## src/rtl/qspi_matmul_pkg.sv

```systemverilog
// Shared types and helpers for the QSPI matrix multiplier: FSM states, accumulator sizing,
// result narrowing. Purely combinational definitions; no latency or backpressure of its own.
package qspi_matmul_pkg;

  typedef enum logic [2:0] {IDLE, LOAD_A, LOAD_B, COMPUTE, OUTPUT, DONE} state_e;

  function automatic int ACC_W(input int dw, input int dim);
    return 2 * dw + $clog2(dim);
  endfunction

  // Narrow an accumulator sum to ow bits: clamp to all-ones when sat is set, else keep low bits.
  function automatic logic [63:0] sat_trunc(input logic [63:0] sum, input int ow, input logic sat);
    logic [63:0] mask;
    mask = (64'd1 << ow) - 64'd1;
    if (sat && (sum > mask)) return mask;
    return sum & mask;
  endfunction

endpackage

```

## src/rtl/qspi_matmul_nxn_sync.sv

```systemverilog
// Two-flop synchroniser with a third flop for rising-edge detection.
// Level is 2 clk behind the pin, rise pulse is 1 clk wide; no backpressure.
module qspi_edge_sync #(
  parameter logic RST_VAL = 1'b0
) (
  input  logic clk_i,
  input  logic rst_ni,
  input  logic d_i,
  output logic level_o,
  output logic rise_o
);

  logic s1_q, s2_q, s3_q;

  always_ff @(posedge clk_i or negedge rst_ni) begin
    if (!rst_ni) begin
      s1_q <= RST_VAL;
      s2_q <= RST_VAL;
      s3_q <= RST_VAL;
    end else begin
      s1_q <= d_i;
      s2_q <= s1_q;
      s3_q <= s2_q;
    end
  end

  assign level_o = s2_q;
  assign rise_o  = s2_q & ~s3_q;

endmodule

```

## src/rtl/qspi_matmul_nxn.sv

```systemverilog
// QSPI-attached DIMxDIM integer matrix multiplier: load A, load B, DIM^3 MAC cycles, shift out C.
// Serial input lags the pin by 3 clk; the host paces everything with qspi_clk, CS high aborts.
module qspi_matmul_nxn
  import qspi_matmul_pkg::*;
#(
  parameter int DIM   = 2,
  parameter int DW    = 8,
  parameter int OW    = 8,
  parameter int LANES = 4
) (
  input  logic             clk,
  input  logic             rst_n,
  input  logic             qspi_clk,
  input  logic             qspi_cs_n,
  input  logic [LANES-1:0] qspi_io_in,
  input  logic             sat_en,
  output logic [LANES-1:0] qspi_io_out,
  output logic [LANES-1:0] qspi_io_oe,
  output logic             busy,
  output logic             err
);

  localparam int N      = DIM * DIM;
  localparam int IW     = $clog2(N);
  localparam int AW     = ACC_W(DW, DIM);
  localparam int IN_CH  = DW / LANES;
  localparam int OUT_CH = OW / LANES;
  localparam int CW     = $clog2((IN_CH > OUT_CH) ? IN_CH : OUT_CH) + 1;

  if (DIM < 2 || DIM > 4 || (DW % LANES) != 0 || (OW % LANES) != 0) begin : g_bad_param
    $error("qspi_matmul_nxn: illegal DIM/DW/OW/LANES combination");
  end

  state_e        state_q;
  logic [DW-1:0] a_q [N];
  logic [DW-1:0] b_q [N];
  logic [OW-1:0] c_q [N];
  logic [DW-1:0] sh_q;
  logic [OW-1:0] osh_q;
  logic [AW-1:0] acc_q;
  logic [IW-1:0] idx_q;
  logic [CW-1:0] ch_q;
  logic [1:0]    i_q, j_q, k_q;
  logic          oe_q, err_q;

  logic qclk_rise, qclk_lvl_unused, cs_lvl, cs_rise_unused;

  qspi_edge_sync #(.RST_VAL(1'b0)) u_qclk_sync (
    .clk_i(clk), .rst_ni(rst_n), .d_i(qspi_clk), .level_o(qclk_lvl_unused), .rise_o(qclk_rise)
  );

  // CS resets to the deasserted level so reset release never looks like a select.
  qspi_edge_sync #(.RST_VAL(1'b1)) u_cs_sync (
    .clk_i(clk), .rst_ni(rst_n), .d_i(qspi_cs_n), .level_o(cs_lvl), .rise_o(cs_rise_unused)
  );

  logic [DW-1:0] sh_nxt;
  logic [OW-1:0] osh_nxt, conv;
  logic [IW-1:0] a_idx, b_idx, c_idx, idx_inc;
  logic [AW-1:0] acc_d;
  logic          last_k, last_j, last_i, last_idx, in_last, out_last;

  always_comb begin
    sh_nxt   = DW'({sh_q, qspi_io_in});
    osh_nxt  = OW'({osh_q, {LANES{1'b0}}});
    a_idx    = IW'(int'(i_q) * DIM + int'(k_q));
    b_idx    = IW'(int'(k_q) * DIM + int'(j_q));
    c_idx    = IW'(int'(i_q) * DIM + int'(j_q));
    idx_inc  = idx_q + IW'(1);
    acc_d    = ((k_q == 2'd0) ? '0 : acc_q) + AW'(a_q[a_idx]) * AW'(b_q[b_idx]);
    conv     = OW'(sat_trunc(64'(acc_d), OW, sat_en));
    last_k   = (k_q == 2'(DIM - 1));
    last_j   = (j_q == 2'(DIM - 1));
    last_i   = (i_q == 2'(DIM - 1));
    last_idx = (idx_q == IW'(N - 1));
    in_last  = (ch_q == CW'(IN_CH - 1));
    out_last = (ch_q == CW'(OUT_CH - 1));
  end

  always_ff @(posedge clk or negedge rst_n) begin
    if (!rst_n) begin
      state_q <= IDLE;
      idx_q   <= '0;
      ch_q    <= '0;
      i_q     <= '0;
      j_q     <= '0;
      k_q     <= '0;
      sh_q    <= '0;
      osh_q   <= '0;
      acc_q   <= '0;
      oe_q    <= 1'b0;
      err_q   <= 1'b0;
      for (int e = 0; e < N; e++) begin
        a_q[e] <= '0;
        b_q[e] <= '0;
        c_q[e] <= '0;
      end
    end else if (state_q != IDLE && state_q != DONE && cs_lvl) begin
      // Abort outranks any edge seen in the same cycle; err and C are left untouched.
      state_q <= IDLE;
      oe_q    <= 1'b0;
      osh_q   <= '0;
    end else begin
      case (state_q)
        IDLE: begin
          if (!cs_lvl) begin
            err_q   <= 1'b0;
            idx_q   <= '0;
            ch_q    <= '0;
            state_q <= LOAD_A;
          end
        end
        LOAD_A, LOAD_B: begin
          if (qclk_rise) begin
            sh_q <= sh_nxt;
            ch_q <= in_last ? '0 : ch_q + CW'(1);
            if (in_last) begin
              if (state_q == LOAD_A) a_q[idx_q] <= sh_nxt;
              else                   b_q[idx_q] <= sh_nxt;
              idx_q <= last_idx ? '0 : idx_inc;
              if (last_idx) begin
                state_q <= (state_q == LOAD_A) ? LOAD_B : COMPUTE;
                i_q     <= '0;
                j_q     <= '0;
                k_q     <= '0;
              end
            end
          end
        end
        COMPUTE: begin
          if (qclk_rise) err_q <= 1'b1;
          acc_q <= acc_d;
          k_q   <= last_k ? '0 : k_q + 2'd1;
          if (last_k) begin
            c_q[c_idx] <= conv;
            j_q        <= last_j ? '0 : j_q + 2'd1;
            if (last_j) begin
              i_q <= last_i ? '0 : i_q + 2'd1;
              if (last_i) begin
                // C[0] was finished DIM^2 - 1 dot products ago, so it is safe to present now.
                state_q <= OUTPUT;
                oe_q    <= 1'b1;
                osh_q   <= c_q[0];
                idx_q   <= '0;
                ch_q    <= '0;
              end
            end
          end
        end
        OUTPUT: begin
          if (qclk_rise) begin
            if (out_last) begin
              ch_q  <= '0;
              idx_q <= idx_inc;
              osh_q <= c_q[idx_inc];
              if (last_idx) begin
                state_q <= DONE;
                oe_q    <= 1'b0;
                osh_q   <= '0;
                idx_q   <= '0;
              end
            end else begin
              ch_q  <= ch_q + CW'(1);
              osh_q <= osh_nxt;
            end
          end
        end
        DONE: begin
          if (cs_lvl) state_q <= IDLE;
        end
        default: state_q <= IDLE;
      endcase
    end
  end

  assign qspi_io_out = osh_q[OW-1 -: LANES];
  assign qspi_io_oe  = {LANES{oe_q}};
  assign busy        = (state_q != IDLE);
  assign err         = err_q;

endmodule

```

## config.mk

```make
export PLATFORM = sky130hd
export DESIGN_NAME = qspi_matmul_nxn
export DESIGN_NICKNAME = d
export VERILOG_FILES = /design/src/rtl/qspi_matmul_pkg.sv /design/src/rtl/qspi_matmul_nxn_sync.sv /design/src/rtl/qspi_matmul_nxn.sv
export SDC_FILE = /design/constraint.sdc
export NUM_CORES = 1
export LEC_CHECK = 0
export BUFFER_PORTS_ARGS = -buffer_cell sky130_fd_sc_hd__buf_2
export CORE_MARGIN = 4
export CORE_UTILIZATION = 45
export CTS_BUF_LIST = sky130_fd_sc_hd__clkbuf_8
export CTS_CLUSTER_DIAMETER = 50
export DETAILED_ROUTE_END_ITERATION = 10
export SLEW_MARGIN = 25
export SYNTH_ARGS = -nofsm -noshare
export SYNTH_HDL_FRONTEND = slang
export SYNTH_SLANG_ARGS = --single-unit
export TNS_END_PERCENT = 10
```

## constraint.sdc

```tcl
create_clock -name clk -period 5.95 [get_ports clk]
set_clock_uncertainty 0.05 [all_clocks]
set_input_delay 1.19 -clock clk [delete_from_list [all_inputs] [get_ports clk]]
set_output_delay 1.19 -clock clk [all_outputs]
set_load 0.03 [all_outputs]
```

==> summary.md <==
| Metric | Value |
|---|---|
| Status | `finished, final reports clean` |
| Fillers | `1805` |
| Row count | `52` |
| Unrepaired setup endpoints after global routing | `true` |
| Met2 Wirelength | `9890 um` |
| Die width | `152 um` |
| Core Box Area | `20400 sq um` |
| Flops & latches, synth | `145` |
| Root cell of the clock tree | `clkbuf_8` |
| Asr flop ratio synth | `1.00` |
| Vert. Die Dim | `152 um` |
| Number of antenna violations at the first check in global routing | `0` |
| Drt first pass iters | `5` |
| Max-cap violations | `0` |
| Drt drc | `0` |
| Worst-Skew Late Latency | `470 ps` |
| HP Class | `reg -> reg` |
| Hold Violations, Final | `0` |
| Total gr overflow | `0` |
| DR WL/cell | `approximately 18 um` |
| Design area | `10800 sq um` |
| Kind of critical path | `reg -> reg` |
| GRT Total Usage | `0.187` |
| CP startpoint kind | `register` |
| Num ports | `19` |
| Part of the Yosys area used for sequential elements | `0.387` |
| Post-synthesis mux area share | `0.169` |
| EDFF count, synth | `0` |
| Max H-tree Level | `4` |
| Worst Path Max Fanout | `8` |
| Final Critical Period | `just under 6000 ps` |
| Synthesized area | `9390 sq um` |
| Post-place instance area | `roughly 10000 sq um` |
| Area fraction in compound gates after synthesis | `0.103` |
| Post-Syn Nets | `956` |
| Switching share of power | `0.406` |
| Relative max-transition margin | `0.388` |
| Post-synthesis simple-gate area fraction | `0.110` |
| Worst path arrival time | `6050 ps` |
| # diodes | `0` |
| Hold_buf cts | `0` |
| Syn. warnings | `0` |
| Setup violations, final | `0` |
| Via/cell ratio | `5.34` |
| Largest net degree at the start of global routing | `95` |
| FF+latch area | `3630 sq um` |
| Least-Margin Pin Slew | `roughly 900 ps` |
| PortBufs | `18` |
| Detail Route met3 WL | `609 um` |
| Global-route wire length before repair | `35300 um` |
| CTS sink cnt | `145` |
| WL met1 | `a little over 10000 um` |
| Cts bufs inserted | `17` |
| Clock network power share | `0.225` |
| Largest family of logic cells by synthesized area | `multiplexers` |
| Combinational Power Share | `0.490` |
| Fmax | `roughly 170 MHz` |
| Post-synth top flop | `dfrtp_1` |
| HPWL Detailed | `approximately 15000 um` |
| CP Data Required Time | `6210 ps` |
| Routability Congestion | `0.809` |
| Vias | `between 6000 and 7000` |
| Post-synthesis instance total | `855` |
| CTS tree | `built` |
| Worst IR Drop VDD | `223 uV` |
| Pins Over Slew Limit | `0` |
| PwrDens | `around 340 nW/um^2` |
| Clk buf depth | `2` |
| Layout net count | `1021` |
| Post-DRT Antenna Nets | `0` |
| Worst Setup End Kind | `register` |
| Final worst path period share | `0.973` |
| Mean area per synthesized cell | `11.0 sq um` |
| Sequential share of power | `0.284` |
| Distinct cell type count of the synthesized netlist | `56` |
| Share of layout cells above drive strength 1 | `0.288` |
| P_int | `between 0.002 and 0.0025 W` |
| First-iteration detailed-routing DRC count | `390` |
| DIE AREA | `23200 sq um` |
| Switching pwr | `0.00151 W` |
| Footprint of the multi-input gates | `5390 sq um` |
| Initial cell density of the core | `0.461` |
| Top Metal Used | `met4` |
| Static leakage | `4.97 nW` |
| Post-synthesis xor/xnor area fraction | `0.0121` |
| Adder-Cell Fraction of Synth Area | `0.163` |
| Area grow syn2layout | `15.3%` |
| Wirelength, routed | `about 21000 um` |
| Post-layout power | `approximately 0.0037 W` |
| Reg clk slew, reported paths | `about 110 ps` |
| Vias in the first global route | `6636` |
final timing paths:
kind / from / endpoint / slack [ps] / depth (start not counted)
worst min register to register: u_cs_sync.s1_q / u_cs_sync.level_o / 300 / 0
worst max register to register: k_q[0] / c_q[30] / 160 / 22
min in group asynchronous: rst_n / a_q[7] / 760 / 1
worst min-delay path: u_cs_sync.s1_q / u_cs_sync.level_o / 300 / 0
worst max-delay path: k_q[0] / c_q[30] / 160 / 22
max in group asynchronous: rst_n / a_q[12] / 3840 / 2
cell families after synthesis:
group | count (synthesis)
AOI/OAI and AO/OA | 152
xor gates and xnor gates | 13
adders and majority gates | 92
buffers and inverters | 128
DFF | 145
muxes | 119
and+or+nand+nor | 206
worst max-delay path: stages (launching register included):
cell       delay [ps]
dfrtp_2           450
xnor2_1           140
buf_4             190
mux4_2            360
and2_4            190
fa_1              560
inv_2              50
fa_1              520
inv_2              40
fa_1              470
inv_1              50
fa_1              490
inv_2              50
ha_4              270
o211ai_1          120
o211a_1           300
buf_4             160
o311ai_1          310
xnor2_1           180
o31ai_4           300
buf_12            170
clkbuf_16         160
o21ai_1            60
state kept, by name, summed over array words and instances (netlist names), 3 cells and up:
signal	cells
c_q	32
state_q	3
osh_q	8
a_q	32
acc_q	17
sh_q	4
b_q	32
timing repair:
action                                  4_1_cts  5_1_grt
gates resized for setup                       7       45
endpoints found under the hold margin         0        0
endpoints found under the setup margin       32       32
gates cloned                                  1        2
setup buffers                                 9       15
pin swaps                                     6       33
cell type report:
class                      instances  share of cell area
multi-input combinational        582               0.498
sequential                       145               0.336
timing repair buffer              83              0.0646
inverter                          91              0.0316
tap                              270              0.0312
clock buffer                      17              0.0216
clock inverter                    15              0.0169
per-stage QoR:
stage | setup slack [ps] | hold WS [ps] | cells | TNS, ps | utilization
after floorplan | 12.6 | 281 | 855 | 0 | -
after global placement | 2.19 | 287 | 1145 | 0 | 0.489
after CTS | 6.48 | 308 | 1187 | 0 | 0.516
final | 158 | 302 | 1203 | 0 | 0.531
after global routing | -38.9 | 316 | 1203 | -749 | 0.531
after detailed placement | -106 | 285 | 1145 | -2470 | 0.489
per-layer routing:
layer / vias to the layer above / track usage
li1: 3058 / -
met1: 3240 / 0.273
met2: 102 / 0.294
met3: 25 / 0.0318
met4: 0 / 0.0479
met5: - / 0
power by group through the flow:
stage	logic, W	clock network, W	registers (W)
global route	0.00203	0.000893	0.00107
detailed placement	0.00145	0	0.00108
global placement	0.00144	0	0.00108
floorplan	0.00104	0	0.00106
CTS	0.00158	0.000850	0.00106
finish	0.00182	0.000839	0.00106
cells in the mapped netlist, drive strengths merged, types with 6 or more instances:
library cell,instances,share of area
mux4,24,0.058
dfrtp,143,0.38
mux2,74,0.089
o21ai,67,0.040
xnor2,9,0.0084
nor2,36,0.015
inv,91,0.036
buf,17,0.013
nand2b,11,0.0073
o31ai,6,0.0063
clkbuf,20,0.0080
o21a,6,0.0048
ha,42,0.056
nand2,76,0.030
a21o,6,0.0048
and2,54,0.036
mux2i,21,0.022
fa,50,0.11
a21oi,34,0.018
nor2b,9,0.0060
cell usage in the layout, fill, tap and decap left out, drive strengths merged, types with 11 or more instances in the layout:
| master | n |
|---|---|
| fa | 50 |
| dfrtp | 143 |
| nand2b | 11 |
| ha | 42 |
| nor2 | 36 |
| buf | 81 |
| mux2i | 21 |
| nand2 | 76 |
| a21oi | 34 |
| mux4 | 24 |
| inv | 100 |
| and2 | 54 |
| clkbuf | 19 |
| o21ai | 67 |
| mux2 | 74 |
Power figures use the tool's default switching activity.
